===== src/rtl/cmd_stream_queue_if.sv =====
// Write-side valid/ready handshake for the command queue.
// Producer drives the master view; the queue takes the slave view.
interface cmd_stream_queue_if #(
    parameter int WIDTH = 64
);
    logic             wr_valid;
    logic [WIDTH-1:0] wr_data;
    logic             wr_ready;

    modport master (
        output wr_valid,
        output wr_data,
        input  wr_ready
    );

    modport slave (
        input  wr_valid,
        input  wr_data,
        output wr_ready
    );
endinterface


===== src/rtl/cmd_stream_queue.sv =====
// Circular command queue between the command stream and the issuer, with FWFT head.
// Define CMDQ_STATS_EN to add the o_high_water occupancy statistic.
module cmd_stream_queue #(
    parameter int WIDTH = 64,
    parameter int DEPTH = 16,
    parameter int AW    = $clog2(DEPTH)
) (
    input  logic              i_clk,
    input  logic              i_rst,
    input  logic              i_flush,
    cmd_stream_queue_if.slave wr,
    input  logic              i_read,
    output logic [WIDTH-1:0]  o_data,
    output logic              o_fifo_empty,
    output logic              o_full,
    output logic [AW:0]       o_count,
    output logic [31:0]       o_issued,
    output logic              o_underflow
`ifdef CMDQ_STATS_EN
    ,
    output logic [AW:0]       o_high_water
`endif
);

    localparam logic [AW:0] FULL_CNT = (AW+1)'(DEPTH);

    logic [WIDTH-1:0] mem [DEPTH];

    logic [AW-1:0]    rd_ptr;
    logic [AW-1:0]    wr_ptr;
    logic [AW-1:0]    rd_nxt;
    logic [AW-1:0]    wr_nxt;
    logic [AW:0]      count;
    logic [AW:0]      count_nxt;
    logic [31:0]      issued;
    logic [31:0]      issued_nxt;
    logic             uflow;
    logic             uflow_nxt;
    logic [WIDTH-1:0] data_q;
    logic [WIDTH-1:0] data_nxt;
    logic             wr_acc;
    logic             pop;

    assign o_fifo_empty = (count == '0);
    assign o_full       = (count == FULL_CNT);
    assign wr.wr_ready  = !o_full;

    assign wr_acc = wr.wr_valid && !o_full;
    assign pop    = i_read && !o_fifo_empty;

    assign o_data      = data_q;
    assign o_count     = count;
    assign o_issued    = issued;
    assign o_underflow = uflow;

    always_comb begin
        rd_nxt     = rd_ptr;
        wr_nxt     = wr_ptr;
        count_nxt  = count;
        issued_nxt = issued;
        uflow_nxt  = uflow;
        data_nxt   = data_q;
        if (i_flush) begin
            rd_nxt     = '0;
            wr_nxt     = '0;
            count_nxt  = '0;
            issued_nxt = '0;
            uflow_nxt  = 1'b0;
            data_nxt   = '0;
        end else begin
            if (wr_acc) begin
                wr_nxt = wr_ptr + 1'b1;
            end
            if (pop) begin
                rd_nxt     = rd_ptr + 1'b1;
                issued_nxt = issued + 32'd1;
            end
            if (i_read && o_fifo_empty) begin
                uflow_nxt = 1'b1;
            end
            unique case ({wr_acc, pop})
                2'b10:   count_nxt = count + 1'b1;
                2'b01:   count_nxt = count - 1'b1;
                default: count_nxt = count;
            endcase
            // Head slot being written this cycle is not in RAM yet: bypass.
            if (wr_acc && (wr_ptr == rd_nxt)) begin
                data_nxt = wr.wr_data;
            end else begin
                data_nxt = mem[rd_nxt];
            end
        end
    end

    always_ff @(posedge i_clk) begin
        if (i_rst) begin
            rd_ptr <= '0;
            wr_ptr <= '0;
            count  <= '0;
            issued <= '0;
            uflow  <= 1'b0;
            data_q <= '0;
        end else begin
            rd_ptr <= rd_nxt;
            wr_ptr <= wr_nxt;
            count  <= count_nxt;
            issued <= issued_nxt;
            uflow  <= uflow_nxt;
            data_q <= data_nxt;
        end
    end

    always_ff @(posedge i_clk) begin
        if (!i_rst && !i_flush && wr_acc) begin
            mem[wr_ptr] <= wr.wr_data;
        end
    end

`ifdef CMDQ_STATS_EN
    logic [AW:0] hw_q;
    logic [AW:0] hw_nxt;

    always_comb begin
        hw_nxt = hw_q;
        if (i_flush) begin
            hw_nxt = '0;
        end else if (count_nxt > hw_q) begin
            hw_nxt = count_nxt;
        end
    end

    always_ff @(posedge i_clk) begin
        if (i_rst) begin
            hw_q <= '0;
        end else begin
            hw_q <= hw_nxt;
        end
    end

    assign o_high_water = hw_q;
`endif

endmodule


===== src/flat_wrapper.sv =====
// flat-port wrapper written by rule: the top's interface ports become plain ports
module cmd_stream_queue_flat 
#(
    parameter int WIDTH = 64,
    parameter int DEPTH = 16,
    parameter int AW    = $clog2(DEPTH)
)
  (i_clk, i_rst, i_flush, i_read, o_data, o_fifo_empty, o_full, o_count, o_issued, o_underflow, wr_wr_valid, wr_wr_data, wr_wr_ready);
  cmd_stream_queue_if #(.WIDTH(WIDTH)) wr_i ();
  input  logic i_clk;
  input  logic i_rst;
  input  logic i_flush;
  input  logic i_read;
  output logic [WIDTH-1:0] o_data;
  output logic o_fifo_empty;
  output logic o_full;
  output logic [AW:0] o_count;
  output logic [31:0] o_issued;
  output logic o_underflow;
  input wire logic [$bits(wr_i.wr_valid)-1:0] wr_wr_valid;
  input wire logic [$bits(wr_i.wr_data)-1:0] wr_wr_data;
  output wire logic [$bits(wr_i.wr_ready)-1:0] wr_wr_ready;
  assign wr_i.wr_valid = wr_wr_valid;
  assign wr_i.wr_data = wr_wr_data;
  assign wr_wr_ready = wr_i.wr_ready;
  cmd_stream_queue #(.WIDTH(WIDTH), .DEPTH(DEPTH), .AW(AW)) u_core (.i_clk(i_clk), .i_rst(i_rst), .i_flush(i_flush), .wr(wr_i), .i_read(i_read), .o_data(o_data), .o_fifo_empty(o_fifo_empty), .o_full(o_full), .o_count(o_count), .o_issued(o_issued), .o_underflow(o_underflow));
endmodule

===== config.mk =====
export PLATFORM = sky130hd
export DESIGN_NAME = cmd_stream_queue_flat
export DESIGN_NICKNAME = d
export VERILOG_FILES = /design/src/rtl/cmd_stream_queue_if.sv /design/src/rtl/cmd_stream_queue.sv /design/src/flat_wrapper.sv
export SDC_FILE = /design/constraint.sdc
export NUM_CORES = 1
export LEC_CHECK = 0
export BUFFER_PORTS_ARGS = -buffer_cell sky130_fd_sc_hd__buf_2
export CORE_MARGIN = 3
export CORE_UTILIZATION = 35
export DETAILED_ROUTE_END_ITERATION = 12
export GPL_ROUTABILITY_DRIVEN = 0
export PLACE_DENSITY = 0.61
export SYNTH_ARGS = -nofsm -noshare
export SYNTH_HDL_FRONTEND = slang
export SYNTH_SLANG_ARGS = --single-unit

===== constraint.sdc =====
create_clock -name i_clk -period 11.7 [get_ports i_clk]
set_input_delay 2.34 -clock i_clk [delete_from_list [all_inputs] [get_ports i_clk]]
set_output_delay 2.34 -clock i_clk [all_outputs]
set_load 0.01 [all_outputs]

==> impl_metrics.yaml <==
detailed_routing:
  vias_per_cell: 5.80
  post-route-drc-count: 0
  ant_nets: 0
  firstDrtPassIters: 5
  post_drt_wl_per_cell_um: 27.5
  vias: 28300
  routed_wl_um: 134000
  first_iter_violations: 2592
power:
  p_comb_share_pct: 4.7
  power_mw: 8.55
  p_seq_share_pct: 52.2
  leakagePower_nw: 18.3
  power.density_nw_per_um2: 146
  p_sw_mw: 1.85
  p_int_mw: 6.70
  ir_worst_vdd_v: 0.000128
  swShare_pct: 21.7
  power_frac_clock_pct: 43.1
synth:
  synthArstFlopShare_pct: 0
  synth_cells: 2717
  synth.most_common_cell: "edfxtp_1"
  avgSynthCellArea_um2: 18.9
  synthesis.area_um2: 51500
  synth_seq_area_share_pct: 64.0
  yosys_register_bits: 1134
  syn-num-nets: 2797
  yosys-top-cells-count: "1,024 x edfxtp_1, 504 x mux4_2, 204 x mux2i_1, 143 x a21oi_1, 135 x nor3_1"
  yosys-top-cells-area: "edfxtp_1 60%, mux4_2 22%, dfxtp_1 4.3%, mux2i_1 4.0%, a21oi_1 1.4%"
  synth_top_cell_by_area: "edfxtp_1"
  synth.distinct_cells: 58
  ys.flop_type: "edfxtp_1"
  yosys.area.top_type_share_pct: 59.7
  yosysWarnings: 0
  synth_edf_count: 1024
floorplan:
  die-area_um2: 152000
  ioPinCount: 174
  placeableCoreArea_um2: 146000
  start_util_pct: 35.3
  die_w_um: 389
  die_y_um: 389
  num_rows: 140
worst_setup_path:
  r2r_cells: 8
  rr_endpoint: "u_core.o_data[30]"
  path_cells: "buf_2 > o21ai_4 > buf_12 > inv_4 > buf_4 > o22a_4 > buf_4 > a21oi_1 > nor3_1 > o2bb2ai_1"
  path_max_fanout: 94
  worstSetupEndpointType: "flip-flop"
  arrival_ps: 6310
  cp_slowest_cell: "buf_4"
  start_kind: "input pin"
  cpMostUsedCell: "buf_4"
  worst_ep_required_time_ps: 12250
  reg2reg_from: "u_core.rd_ptr[0]"
  r2r_slack_ps: 5980
  critical-path-max-stage-delay_ps: 800
  worst-setup-path-type: "input pin to flip-flop"
final_layout:
  final_cells: 4874
  fillers: 12900
  drive_above_1_share_pct: 32.4
  nets: 2926
  syn_to_final_growth_pct: 13.4
sta:
  hold_viol: 0
  relSlewSlack_pct: 20.1
  slew_violations: 0
  rsz0062_at_grt: "no"
  finalSetupViolations: 0
  fin_skew_ps: 62.5
  fin_crit_ps: 5770
  setup_tns_ps: 0
  fmax_mhz: 173
  hold_ws_ps: 466
  finalCritPeriodShare_pct: 49.3
  tightest_slew_ps: 1190
clock_network:
  cts_buffers: 117
  hold_buffers: 0
  postCtsSetupBuffers: 0
  cts.path.max_buffers: 3
  cts_sinks: 1134
  clock-root-buffer: "clkbuf_16"
  cts_tree: "done"
  postCtsResizedCells: 0
  htreeDepth: 3
  path_clk_slew_ps: 60
  clk_latency_ps: 750
placed_design:
  io_buffers: 173
  post-place-cells: 4644
  dp_hpwl_um: 71400
worst_hold_path:
  holdPathStages: 2
  min_to: "u_core.o_underflow"
  min-delay-start: "u_core.o_underflow"
  hp-class: "flip-flop to flip-flop"
global_routing:
  grt_first_pass_wirelength_um: 197000
  grt_usage_pct: 17.5
  grt_pass1_vias: 28600
  grt_max_degree: 147
  antenna_found_initial: 22
  grt_overflow: 0
job:
  maxCapViolCount: 0
status:
  outcome: "completed"
[kinds of logic (layout without fill, tap and decap cells)]
group           Yosys count  in the layout  share of synthesized area (%)
compound gates          301            301                           4.20
mux                     711            711                           26.1
buf+inv                 226            456                           1.84
xor+xnor                 43             43                          0.758
fa+ha+maj                11             11                          0.282
other cells               0             10                              0
flops                  1134           1134                           64.0
simple gates            291            291                           2.81
[cells in the final DEF (no fill, tap or decap), types with 53 or more instances in the layout]
| master | instances |
|---|---|
| mux2i_1 | 204 |
| mux4_2 | 504 |
| buf_4 | 53 |
| edfxtp_1 | 1024 |
| nor3_1 | 134 |
| a21oi_1 | 142 |
| buf_2 | 173 |
| a221o_1 | 63 |
| dfxtp_1 | 106 |
| clkbuf_16 | 117 |
| o2bb2ai_1 | 64 |
[stage by stage]
stage / util (%) / worst slack [ps] / instance area, um2
after global placement: 37.3 / 5330 / 54500
after CTS: 40.0 / 5850 / 58400
after floorplan: - / 3490 / 51500
after detailed placement: 37.3 / 5230 / 54500
final: 40.0 / 5930 / 58400
after global routing: 40.0 / 5390 / 58400
[worst max-delay path: cells and delay by family]
family | cells | cell delay [ps]
buffers and inverters | 5 | 2670
AO/OA/AOI/OAI | 4 | 1010
AND/OR/NAND/NOR | 1 | 190
[power by group through the flow]
| stage | Combinational [mW] | Clock, mW | Sequential, mW |
|---|---|---|---|
| finish | 0.400 | 3.69 | 4.46 |
| global route | 0.434 | 3.94 | 4.46 |
| CTS | 0.405 | 3.77 | 4.47 |
| detailed placement | 0.404 | 0 | 4.55 |
| global placement | 0.399 | 0 | 4.55 |
| floorplan | 0.242 | 0 | 4.54 |
[layout make-up]
type | instances | area [um2] | share of cell area, %
Sequential cell | 1134 | 33000 | 56.5
Multi-Input combinational cell | 1357 | 17800 | 30.4
Clock buffer | 164 | 3280 | 5.62
Tap cell | 1917 | 2400 | 4.11
Timing Repair Buffer | 230 | 1340 | 2.30
Clock inverter | 56 | 584 | 1.00
Inverter | 6 | 25.0 | 0.0429
Antenna cell | 10 | 25.0 | 0.0429
[how the worst max path moves through the flow]
stage | cells past startpoint | slack [ps] | start | end
final | 10 | 5930 | i_read | u_core.o_data[17]
after detailed placement | 10 | 5230 | i_read | u_core.o_data[17]
after global routing | 10 | 5390 | u_core.rd_ptr[0] | u_core.o_data[46]
after floorplan | 3 | 3490 | i_flush | u_core.mem[8][0]
after global placement | 10 | 5330 | i_read | u_core.o_data[25]
after CTS | 8 | 5850 | u_core.rd_ptr[0] | u_core.o_data[30]
[layer usage]
layer	GRT usage (%)	routed length (um)	vias to the layer above
li1	-	-	11900
met1	23.9	56100	15100
met2	28.4	64300	1098
met3	3.37	9930	205
met4	5.50	3800	2
met5	0	11	-
[flip-flops by register name, summed over array words and instances, names as in the netlist]
name,flops
u_core.mem,1024
u_core.o_data,64
u_core.o_issued,32
u_core.o_count,5
u_core.rd_ptr,4
u_core.wr_ptr,4
u_core.o_underflow,1
Power figures use the tool's default switching activity.
